$ cat src/rtl/fb_pkg.sv
// Shared constants and types for the paint frame-buffer access scheduler.
package fb_pkg;

    localparam int FB_ADDR_W = 15;
    localparam int FB_DATA_W = 8;
    localparam int FB_DEPTH  = 19200;

    typedef enum logic {
        IDLE,
        CLEAR
    } state_t;

    // RGB 3-3-2 reference colours
    localparam logic [FB_DATA_W-1:0] BLACK = 8'h00;
    localparam logic [FB_DATA_W-1:0] WHITE = 8'hFF;

endpackage

$ cat src/rtl/fb_access_sched_if.sv
// Client and RAM signals of the frame-buffer scheduler; slave is the scheduler side.
interface fb_access_sched_if #(
    parameter int ADDR_W = 15,
    parameter int DATA_W = 8
);
    logic              vga_req;
    logic [ADDR_W-1:0] vga_addr;
    logic [DATA_W-1:0] vga_data;
    logic              vga_valid;
    logic              pnt_req;
    logic [ADDR_W-1:0] pnt_addr;
    logic [DATA_W-1:0] pnt_data;
    logic              pnt_gnt;
    logic              clr_start;
    logic [DATA_W-1:0] clr_color;
    logic              clr_busy;
    logic              ram_en;
    logic              ram_we;
    logic [ADDR_W-1:0] ram_addr;
    logic [DATA_W-1:0] ram_wdata;
    logic [DATA_W-1:0] ram_rdata;

    modport master (
        output vga_req, vga_addr, pnt_req, pnt_addr, pnt_data,
               clr_start, clr_color, ram_rdata,
        input  vga_data, vga_valid, pnt_gnt, clr_busy,
               ram_en, ram_we, ram_addr, ram_wdata
    );

    modport slave (
        input  vga_req, vga_addr, pnt_req, pnt_addr, pnt_data,
               clr_start, clr_color, ram_rdata,
        output vga_data, vga_valid, pnt_gnt, clr_busy,
               ram_en, ram_we, ram_addr, ram_wdata
    );
endinterface

$ cat src/rtl/fb_clear_seq.sv
// Full-screen clear sequencer: walks 0..DEPTH-1 once per start, one address per advance.
module fb_clear_seq
    import fb_pkg::*;
#(
    parameter int ADDR_W = FB_ADDR_W,
    parameter int DATA_W = FB_DATA_W,
    parameter int DEPTH  = FB_DEPTH
) (
    input  logic              clk,
    input  logic              rst_n,
    input  logic              start_i,
    input  logic [DATA_W-1:0] color_i,
    input  logic              advance_i,
    output logic [ADDR_W-1:0] cnt_o,
    output logic [DATA_W-1:0] color_o,
    output logic              busy_o
);

    localparam logic [ADDR_W-1:0] LAST = ADDR_W'(DEPTH - 1);

    state_t            state_q, state_d;
    logic [ADDR_W-1:0] cnt_q, cnt_d;
    logic [DATA_W-1:0] color_q, color_d;

    // NOTE: state registers use non-blocking assignments so every flop samples pre-edge values.
    always_ff @(posedge clk or negedge rst_n) begin
        if (!rst_n) begin
            state_q <= IDLE;
            cnt_q   <= '0;
            color_q <= DATA_W'(BLACK);
        end else begin
            state_q <= state_d;
            cnt_q   <= cnt_d;
            color_q <= color_d;
        end
    end

    // NOTE: every next-state value is defaulted first so no path infers a latch.
    always_comb begin
        state_d = state_q;
        cnt_d   = cnt_q;
        color_d = color_q;
        unique case (state_q)
            IDLE: begin
                if (start_i) begin
                    state_d = CLEAR;
                    cnt_d   = '0;
                    color_d = color_i;
                end
            end
            CLEAR: begin
                // start_i is deliberately ignored here: no restart, no colour change
                if (advance_i) begin
                    if (cnt_q == LAST) begin
                        state_d = IDLE;
                        cnt_d   = '0;
                    end else begin
                        cnt_d = cnt_q + 1'b1;
                    end
                end
            end
            default: state_d = IDLE;
        endcase
    end

    assign cnt_o   = cnt_q;
    assign color_o = color_q;
    assign busy_o  = (state_q == CLEAR);

endmodule

$ cat src/rtl/fb_access_sched.sv
// Single-port frame-buffer arbiter: VGA reads first, then clear writes, then brush writes.
module fb_access_sched
    import fb_pkg::*;
#(
    parameter int ADDR_W = FB_ADDR_W,
    parameter int DATA_W = FB_DATA_W,
    parameter int DEPTH  = FB_DEPTH,
    parameter int RD_LAT = 1
) (
    input  logic                 clk,
    input  logic                 rst_n,
    fb_access_sched_if.slave     bus
);

    logic              clr_busy;
    logic              clr_advance;
    logic [ADDR_W-1:0] clr_cnt;
    logic [DATA_W-1:0] clr_color_q;
    logic              rd_grant;
    logic [RD_LAT-1:0] vld_q;

    fb_clear_seq #(
        .ADDR_W (ADDR_W),
        .DATA_W (DATA_W),
        .DEPTH  (DEPTH)
    ) u_clear_seq (
        .clk       (clk),
        .rst_n     (rst_n),
        .start_i   (bus.clr_start),
        .color_i   (bus.clr_color),
        .advance_i (clr_advance),
        .cnt_o     (clr_cnt),
        .color_o   (clr_color_q),
        .busy_o    (clr_busy)
    );

    // Gating on rst_n keeps the RAM quiet while reset is held, even with vga_req high.
    always_comb begin
        bus.ram_en    = 1'b0;
        bus.ram_we    = 1'b0;
        bus.ram_addr  = '0;
        bus.ram_wdata = '0;
        bus.pnt_gnt   = 1'b0;
        clr_advance   = 1'b0;
        rd_grant      = 1'b0;
        if (rst_n) begin
            if (bus.vga_req) begin
                bus.ram_en   = 1'b1;
                bus.ram_addr = bus.vga_addr;
                rd_grant     = 1'b1;
            end else if (clr_busy) begin
                bus.ram_en    = 1'b1;
                bus.ram_we    = 1'b1;
                bus.ram_addr  = clr_cnt;
                bus.ram_wdata = clr_color_q;
                clr_advance   = 1'b1;
            end else if (bus.pnt_req && !bus.clr_start) begin
                bus.ram_en    = 1'b1;
                bus.ram_we    = 1'b1;
                bus.ram_addr  = bus.pnt_addr;
                bus.ram_wdata = bus.pnt_data;
                bus.pnt_gnt   = 1'b1;
            end
        end
    end

    // NOTE: the valid pipe is reset so no phantom read returns after reset; RAM contents are not.
    always_ff @(posedge clk or negedge rst_n) begin
        if (!rst_n) begin
            vld_q <= '0;
        end else begin
            vld_q[0] <= rd_grant;
            for (int i = 1; i < RD_LAT; i++) begin
                vld_q[i] <= vld_q[i-1];
            end
        end
    end

    assign bus.vga_valid = vld_q[RD_LAT-1];
    assign bus.vga_data  = bus.ram_rdata;
    assign bus.clr_busy  = clr_busy;

endmodule
$ cat src/flat_wrapper.sv
// flat-port wrapper written by rule: the top's interface ports become plain ports
module fb_access_sched_flat import fb_pkg::*;
#(
    parameter int ADDR_W = FB_ADDR_W,
    parameter int DATA_W = FB_DATA_W,
    parameter int DEPTH  = FB_DEPTH,
    parameter int RD_LAT = 1
)
  (clk, rst_n, bus_vga_req, bus_vga_addr, bus_pnt_req, bus_pnt_addr, bus_pnt_data, bus_clr_start, bus_clr_color, bus_ram_rdata, bus_vga_data, bus_vga_valid, bus_pnt_gnt, bus_clr_busy, bus_ram_en, bus_ram_we, bus_ram_addr, bus_ram_wdata);
  fb_access_sched_if #(.ADDR_W(ADDR_W), .DATA_W(DATA_W)) bus_i ();
  input  logic clk;
  input  logic rst_n;
  input wire logic [$bits(bus_i.vga_req)-1:0] bus_vga_req;
  input wire logic [$bits(bus_i.vga_addr)-1:0] bus_vga_addr;
  input wire logic [$bits(bus_i.pnt_req)-1:0] bus_pnt_req;
  input wire logic [$bits(bus_i.pnt_addr)-1:0] bus_pnt_addr;
  input wire logic [$bits(bus_i.pnt_data)-1:0] bus_pnt_data;
  input wire logic [$bits(bus_i.clr_start)-1:0] bus_clr_start;
  input wire logic [$bits(bus_i.clr_color)-1:0] bus_clr_color;
  input wire logic [$bits(bus_i.ram_rdata)-1:0] bus_ram_rdata;
  output wire logic [$bits(bus_i.vga_data)-1:0] bus_vga_data;
  output wire logic [$bits(bus_i.vga_valid)-1:0] bus_vga_valid;
  output wire logic [$bits(bus_i.pnt_gnt)-1:0] bus_pnt_gnt;
  output wire logic [$bits(bus_i.clr_busy)-1:0] bus_clr_busy;
  output wire logic [$bits(bus_i.ram_en)-1:0] bus_ram_en;
  output wire logic [$bits(bus_i.ram_we)-1:0] bus_ram_we;
  output wire logic [$bits(bus_i.ram_addr)-1:0] bus_ram_addr;
  output wire logic [$bits(bus_i.ram_wdata)-1:0] bus_ram_wdata;
  assign bus_i.vga_req = bus_vga_req;
  assign bus_i.vga_addr = bus_vga_addr;
  assign bus_i.pnt_req = bus_pnt_req;
  assign bus_i.pnt_addr = bus_pnt_addr;
  assign bus_i.pnt_data = bus_pnt_data;
  assign bus_i.clr_start = bus_clr_start;
  assign bus_i.clr_color = bus_clr_color;
  assign bus_i.ram_rdata = bus_ram_rdata;
  assign bus_vga_data = bus_i.vga_data;
  assign bus_vga_valid = bus_i.vga_valid;
  assign bus_pnt_gnt = bus_i.pnt_gnt;
  assign bus_clr_busy = bus_i.clr_busy;
  assign bus_ram_en = bus_i.ram_en;
  assign bus_ram_we = bus_i.ram_we;
  assign bus_ram_addr = bus_i.ram_addr;
  assign bus_ram_wdata = bus_i.ram_wdata;
  fb_access_sched #(.ADDR_W(ADDR_W), .DATA_W(DATA_W), .DEPTH(DEPTH), .RD_LAT(RD_LAT)) u_core (.clk(clk), .rst_n(rst_n), .bus(bus_i));
endmodule
$ cat config.mk
export PLATFORM = sky130hd
export DESIGN_NAME = fb_access_sched_flat
export DESIGN_NICKNAME = d
export VERILOG_FILES = /design/src/rtl/fb_pkg.sv /design/src/rtl/fb_access_sched_if.sv /design/src/rtl/fb_clear_seq.sv /design/src/rtl/fb_access_sched.sv /design/src/flat_wrapper.sv
export SDC_FILE = /design/constraint.sdc
export NUM_CORES = 1
export LEC_CHECK = 0
export ABC_AREA = 1
export BUFFER_PORTS_ARGS = -buffer_cell sky130_fd_sc_hd__clkbuf_2
export CAP_MARGIN = 20
export CORE_UTILIZATION = 40
export CTS_CLUSTER_SIZE = 8
export DETAILED_ROUTE_END_ITERATION = 10
export GPL_ROUTABILITY_DRIVEN = 0
export PLACE_DENSITY = 0.75
export SLEW_MARGIN = 10
export SYNTH_ARGS = -nofsm -noshare
export SYNTH_HDL_FRONTEND = slang
export SYNTH_SLANG_ARGS = --single-unit
$ cat constraint.sdc
create_clock -name clk -period 1.3 [get_ports clk]
set_input_delay 0.13 -clock clk [delete_from_list [all_inputs] [get_ports clk]]
set_output_delay 0.13 -clock clk [all_outputs]
set_load 0.1 [all_outputs]
==> impl_results.md, run 1 <==
* # rows at 23
* FF-to-FF path depth at 12
* Die area at between 0.004 and 0.005 mm²
* Post-Synth Simple-Gate Area at 27.2%
* First-pass GRT wire length at 12.6 mm
* Crit path DAT at 1960 ps
* Worst-case hold slack at 77.5 ps
* Met1 Track Usage GR at between 40% and 50%
* Met2 usage at a little under two thirds
* Max_slew headroom at 62.5%
* Cell Area, Synth at 0.00179 mm²
* Drt drc at 0
* Fmax at approximately 0.48 GHz
* Num ports at 95
* Clk buf depth at 2
* Crit path from: u_core.u_clear_seq.busy_o$_DFF_PN0_
* Antenna Violating Nets Remaining at 0
* Max_cap viols at 0
* Largest family of logic cells by synthesized area: simple AND/OR/NAND/NOR gates
* Distinct cell type count after synthesis at 27
* Mux cell area share after synthesis at under 10%
* Final net count at around 440
* Final Max Slew Viols at 0
* Number of clock sinks at 25
* Final worst setup slack at -786 ps
* CTS Buf Count at 3
* Critical path class: flop to output pin
* Worst hold path type: input pin to flop
* Die width at 68.9 µm
* Worst-path clk slew at approximately 100 ps
* Fin crit period at around 2100 ps
* Cell Pwr Density at 854 mW/mm²
* P_leak at 1.84 nW
* Worst reg2reg path startpoint: u_core.u_clear_seq.busy_o$_DFF_PN0_
* Gr ovfl total at 0
* Crit Path Max Fanout at 9
* Setup violations, final at 50
* Vias per inst at 6.51
* Total Routing Usage GR at 37.1%
* Failing checks: negative setup slack
* Xor-xnor portion of the synthesized cell area at 0%
* Post-synthesis adder-cell area fraction at 0.698%
* Peak supply drop at 0.000566 V
* Port Buffer Count at 78
* Largest net degree at the start of global routing at 21
* R2R Path End: u_core.u_clear_seq.cnt_o[12]$_DFFE_PN0P_
* Synth Area per Inst at 6.94 µm²
* Post-synthesis sequential area ratio at 34.9%
* Die H at between 60 and 70 µm
* Per-cell routed wire length at 25.2 µm
* Met3 global-route usage at about 5.3%
* RSZ-0062 raised after global routing: yes
* Register bit total from synthesis at 25
* Status: complete, but fails checks
* Final hold vios at 0
* Area grow syn2layout at 109%
* Pre-antenna DRT Iters at 9
* Worst-skew pair later-pin latency at 270 ps
* Tcrit/Tclk final at 160%
* Number of global-route vias before repair at 2554
* Drt total wl at 10.9 mm
* Core region area at 0.00414 mm²
* Worst Skew at between 2 and 3 ps
* Req. time, crit path at about 1200 ps
* N_diodes at 0
* CTS tree: done
* Starting Density at between 40% and 50%
* Root Driver: clkbuf_8
* Pre-CTS WS at -277 ps
* Initial antenna violation count at 0
* CP Capture Type: output pin
* Yosys warnings at 0
* Gate Count Post-Synth at between 200 and 300
* DP Wirelength at 4.91 mm
* Syn_nets at 318
* Post-synthesis compound-gate area fraction at a little over a fifth
* 1st-iter DRT viols at about 570
* CP endpoint: bus_ram_wdata[4]
* Via count at 2806
* Worst-margin pin slew at 565 ps
* Flop2flop setup slack at -520 ps
* Crit start category: flop
* Share of layout cells above drive strength 1 at 63.0%
* Htree depth at 1
* Most Used Layer, Global Route: met2
==> layer usage <==
layer | up-vias | part of all wire (%)
met1 | 1278 | 33
met5 | - | 0
met2 | 319 | 46
met4 | 0 | 8.1
li1 | 1105 | -
met3 | 104 | 13
==> cells in the mapped netlist (all sizes together) <==
| cell type | count | area, µm² |
|---|---|---|
| clkinv | 1 | 3.75 |
| buf | 14 | 91.3 |
| ha | 1 | 12.5 |
| a22o | 8 | 70.1 |
| a21oi | 36 | 180 |
| nand4 | 2 | 12.5 |
| nand3b | 1 | 7.51 |
| nand2 | 64 | 250 |
| a31oi | 1 | 6.26 |
| nand3 | 17 | 90.1 |
| inv | 23 | 86.3 |
| o21ai | 24 | 120 |
| nor3 | 6 | 35.0 |
| nor2 | 23 | 91.3 |
| clkbuf | 3 | 11.3 |
| dfrtp | 25 | 626 |
| o21bai | 1 | 7.51 |
| mux2 | 8 | 90.1 |
==> cells by family after synthesis <==
family                     after synthesis
AOI/OAI and AO/OA                       70
adders and majority gates                1
muxes                                    8
DFF                                     25
buffers and inverters                   41
and+or+nand+nor                        113
==> where the power goes <==
group,total (W),switching [W],internal (W)
clock network,0.000490,0.000270,0.000220
logic,0.00172,0.00105,0.000668
registers,0.000999,0.000142,0.000857
==> layout make-up <==
cell class | count | area (µm²)
tap | 50 | 62.6
multi-input combinational | 192 | 1570
inverter | 24 | 135
clock buffer | 4 | 45.0
fill | 147 | 393
timing repair buffer | 136 | 1310
sequential | 25 | 634
==> critical path, cell delays in order (launching register included) <==
cell	delay, ps
dfrtp_4	550
nor3_4	290
nand3_2	230
bufinv_16	300
a22o_4	140
buf_12	170
==> how the worst min path moves through the flow <==
stage                           from                                         to  cells after the start
floorplan                      rst_n             u_core.bus.vga_valid$_DFF_PN0_                      0
detailed placement             rst_n             u_core.bus.vga_valid$_DFF_PN0_                      1
global route        bus_clr_color[7]  u_core.u_clear_seq.color_o[7]$_DFFE_PN0P_                      2
CTS                 bus_clr_color[7]  u_core.u_clear_seq.color_o[7]$_DFFE_PN0P_                      2
finish              bus_clr_color[7]  u_core.u_clear_seq.color_o[7]$_DFFE_PN0P_                      2
global placement               rst_n             u_core.bus.vga_valid$_DFF_PN0_                      1
==> cell usage in the layout (no fill, tap or decap), types with 15 or more instances in the layout <==
cell type / count
clkbuf_2: 51
buf_4: 43
nand2_1: 33
buf_12: 29
dfrtp_1: 20
inv_1: 17
a21oi_1: 17
o21ai_0: 17
nand2_2: 17
a21oi_4: 15
==> per-stage QoR <==
| step | cell area, µm² | TNS, ps | utilization, % | total power, W | instances |
|---|---|---|---|---|---|
| floorplan | 2120 | -14850 | - | 0.00178 | 258 |
| global placement | 3190 | -6050 | 77.0 | 0.00226 | 411 |
| detailed placement | 3190 | -8260 | 77.0 | 0.00229 | 411 |
| CTS | 3520 | -17780 | 85.0 | 0.00285 | 426 |
| global route | 3750 | -27160 | 90.5 | 0.00328 | 431 |
| finish | 3750 | -24920 | 90.5 | 0.00320 | 431 |
==> what timing repair did <==
item / 4_1_cts / 5_1_grt
hold buffers: 3 / 0
resized for setup: 57 / 52
endpoints found under the setup margin: 50 / 50
pin swaps: 26 / 17
cloned: 1 / 0
setup buffers: 8 / 7
hold endpoints to repair: 25 / 0
==> sequential cells by signal, summed over array words and instances (netlist names) <==
signal	count
u_core.u_clear_seq.cnt_o	15
u_core.u_clear_seq.color_o	8
u_core.bus.vga_valid	1
u_core.u_clear_seq.busy_o	1
No activity file was read; power rests on OpenSTA's default activity.
==> inputs of run 2 (changes only) <==
--- a/config.mk
+++ b/config.mk
@@ -12,7 +12,7 @@
 export CTS_CLUSTER_SIZE = 8
 export DETAILED_ROUTE_END_ITERATION = 10
 export GPL_ROUTABILITY_DRIVEN = 0
-export PLACE_DENSITY = 0.75
+export PLACE_DENSITY = 0.72
 export SLEW_MARGIN = 10
 export SYNTH_ARGS = -nofsm -noshare
 export SYNTH_HDL_FRONTEND = slang
==> constraint.sdc (replaced) <==
create_clock -name clk -period 2.45 [get_ports clk]
set_input_delay 0.245 -clock clk [delete_from_list [all_inputs] [get_ports clk]]
set_output_delay 0.245 -clock clk [all_outputs]
set_load 0.1 [all_outputs]
==> run 2 against run 1 <==
Compared with the run above:
- the flow now finishes without violations
- combinational power down 68%
- largest power group unchanged
- largest cell class unchanged
- worst hold slack better by 130 ps
- via count down 29%
- power down 59%
- setup slack better by 960 ps
- sequential share of layout area up 6.0 points
==> impl_results.md, run 2 (synthesized netlist as in run 1, its figures left out) <==
* Largest net degree at the start of global routing at 26 (was 21)
* Most frequent cells in the layout: 62 x nand2_1, 54 x clkbuf_2, 24 x buf_12, 24 x dfrtp_1, 22 x o21ai_0 (was 51 x clkbuf_2, 43 x buf_4, 33 x nand2_1, 29 x buf_12, 20 x dfrtp_1)
* Max reg flops at 15 (unchanged)
* Final net count at 388 (was 442)
* Worst Skew at 2.45 ps (was 2.53 ps)
* Max_cap viols at 0 (unchanged)
* Setup violations, final at 0 (was 50)
* Clk buf depth at 2 (unchanged)
* Most common cell after layout, fill and taps aside: nand2_1 (was clkbuf_2)
* N_diodes at 0 (unchanged)
* Crit Path Max Fanout at 23 (was 9)
* Post-layout util at 66.2% (was 90.5%)
* Combinational share of power at 41.7% (was 53.5%)
* Fin cells at 377 (was 431)
* Die width at 68.9 µm (unchanged)
* Area grow syn2layout at 53.0% (was 109%)
* Vias per inst at 5.29 (was 6.51)
* Core region area at 0.00414 mm² (unchanged)
* Final hold vios at 0 (unchanged)
* Final Max Slew Viols at 0 (unchanged)
* Net Switching at 0.000560 W (was 0.00146 W)
* Worst hold path type: input pin to flop (unchanged)
* Post_cts resized at 0 (was 57)
* Antenna Violating Nets Remaining at 0 (unchanged)
* CP Capture Type: output pin (unchanged)
* Dpl cells at 372 (was 411)
* Share of layout cells above drive strength 1 at 39.4% (was 63.0%)
* Crit path DAT at 2030 ps (was 1960 ps)
* Worst-case hold slack at 203 ps (was 77.5 ps)
* Via count at 1994 (was 2806)
* Die H at 68.9 µm (unchanged)
* 1st-iter DRT viols at 71 (was 574)
* Drt total wl at 5.11 mm (was 10.9 mm)
* Worst-skew pair later-pin latency at 270 ps (about the same)
* Crit start category: input pin (was flop)
* Htree depth at 1 (unchanged)
* CTS Buf Count at 3 (unchanged)
* Peak supply drop at 0.000271 V (was 0.000566 V)
* Num ports at 95 (unchanged)
* Switching share of power at 42.4% (was 45.5%)
* Initial antenna violation count at 0 (unchanged)
* Max_slew headroom at 63.8% (was 62.5%)
* DP Wirelength at 4.11 mm (was 4.91 mm)
* Number of clock sinks at 25 (unchanged)
* Cell Pwr Density at 482 mW/mm² (was 854 mW/mm²)
* Port Buffer Count at 78 (unchanged)
* Tcrit/Tclk final at 92.9%
* P_leak at 1.35 nW (was 1.84 nW)
* Worst-path clk slew at 90 ps (was 100 ps)
* Clock share of power at 19.3% (was 15.3%)
* CTS tree: done (unchanged)
* First-pass GRT wire length at 8.54 mm (was 12.6 mm)
* Fin crit period at 2280 ps
* Total Routing Usage GR at 24.2% (was 37.1%)
* Gr ovfl total at 0 (unchanged)
* Die area at 0.00475 mm² (unchanged)
* Post-CTS Hold Buffers at 1 (was 3)
* Starting Density at 43.2% (unchanged)
* Final total power at 0.00132 W (was 0.00320 W)
* Req. time, crit path at 2200 ps (was 1170 ps)
* RSZ-0062 raised after global routing: no (was yes)
* Worst-margin pin slew at 545 ps (was 565 ps)
* Post-CTS Setup Inserts at 0 (was 8)
* Fmax at 0.440 GHz
* Root Driver: clkbuf_8 (unchanged)
* Per-cell routed wire length at 13.5 µm (was 25.2 µm)
* Flop pwr share at 39.1% (was 31.2%)
* Drt drc at 0 (unchanged)
* Setup TNS at 0 ps (was -24920 ps)
* P_int at 0.000761 W (was 0.00174 W)
* # rows at 23 (unchanged)
* Status: finished, final reports clean (was complete, but fails checks)
* Number of global-route vias before repair at 1956 (was 2554)
* Pre-antenna DRT Iters at 5 (was 9)
* Critical path class: input pin to output pin (was flop to output pin)
-- run 2: path summary, 6_finish.rpt --
path / slack [ps] / start / depth (start not counted) / to
worst max-delay path: 170 / rst_n / 5 / bus_ram_we
worst min-delay path: 200 / bus_clr_color[1] / 2 / u_core.u_clear_seq.color_o[1]$_DFFE_PN0P_
worst max register to register: 680 / u_core.u_clear_seq.busy_o$_DFF_PN0_ / 7 / u_core.u_clear_seq.cnt_o[10]$_DFFE_PN0P_
worst min register to register: 510 / u_core.u_clear_seq.color_o[1]$_DFFE_PN0P_ / 1 / u_core.u_clear_seq.color_o[1]$_DFFE_PN0P_
max in group asynchronous: 1460 / rst_n / 3 / u_core.u_clear_seq.color_o[1]$_DFFE_PN0P_
min in group asynchronous: 450 / rst_n / 2 / u_core.bus.vga_valid$_DFF_PN0_
-- run 2: per-stage QoR --
stage | instance area (µm²) | setup WS (ps)
3_3_place_gp | 2680 | 578
3_5_place_dp | 2680 | 511
6_report | 2740 | 175
2_1_floorplan | 1950 | 62.6
4_1_cts | 2740 | 160
5_1_grt | 2740 | 37.4
-- run 2: critical path: stages --
cell           delay, ps
dlygate4sd3_1        520
clkbuf_2             400
inv_1                180
nor3_4               200
clkbuf_2             480
-- run 2: routing by layer --
metal  track usage, %  vias to the layer above  wire [µm]
li1                 -                      997          -
met3             3.78                        8        321
met1             28.7                      907       2130
met4             5.87                        0         59
met2             45.1                       82       2600
met5                0                        -          0
-- run 2: final cells by class --
class                      count  area, µm²
clock buffer                   3       41.3
clock inverter                 1       7.51
fill                         357       1400
inverter                      24       90.1
multi-input combinational    192       1130
sequential                    25        627
tap                           50       62.6
timing repair buffer          82        783
-- run 2: power by group through the flow --
stage	clock network [W]	logic, W	registers [W]
finish	0.000254	0.000550	0.000516
global route	0.000274	0.000592	0.000522
CTS	0.000257	0.000552	0.000517
detailed placement	0	0.000551	0.000524
global placement	0	0.000544	0.000525
floorplan	0	0.000423	0.000508
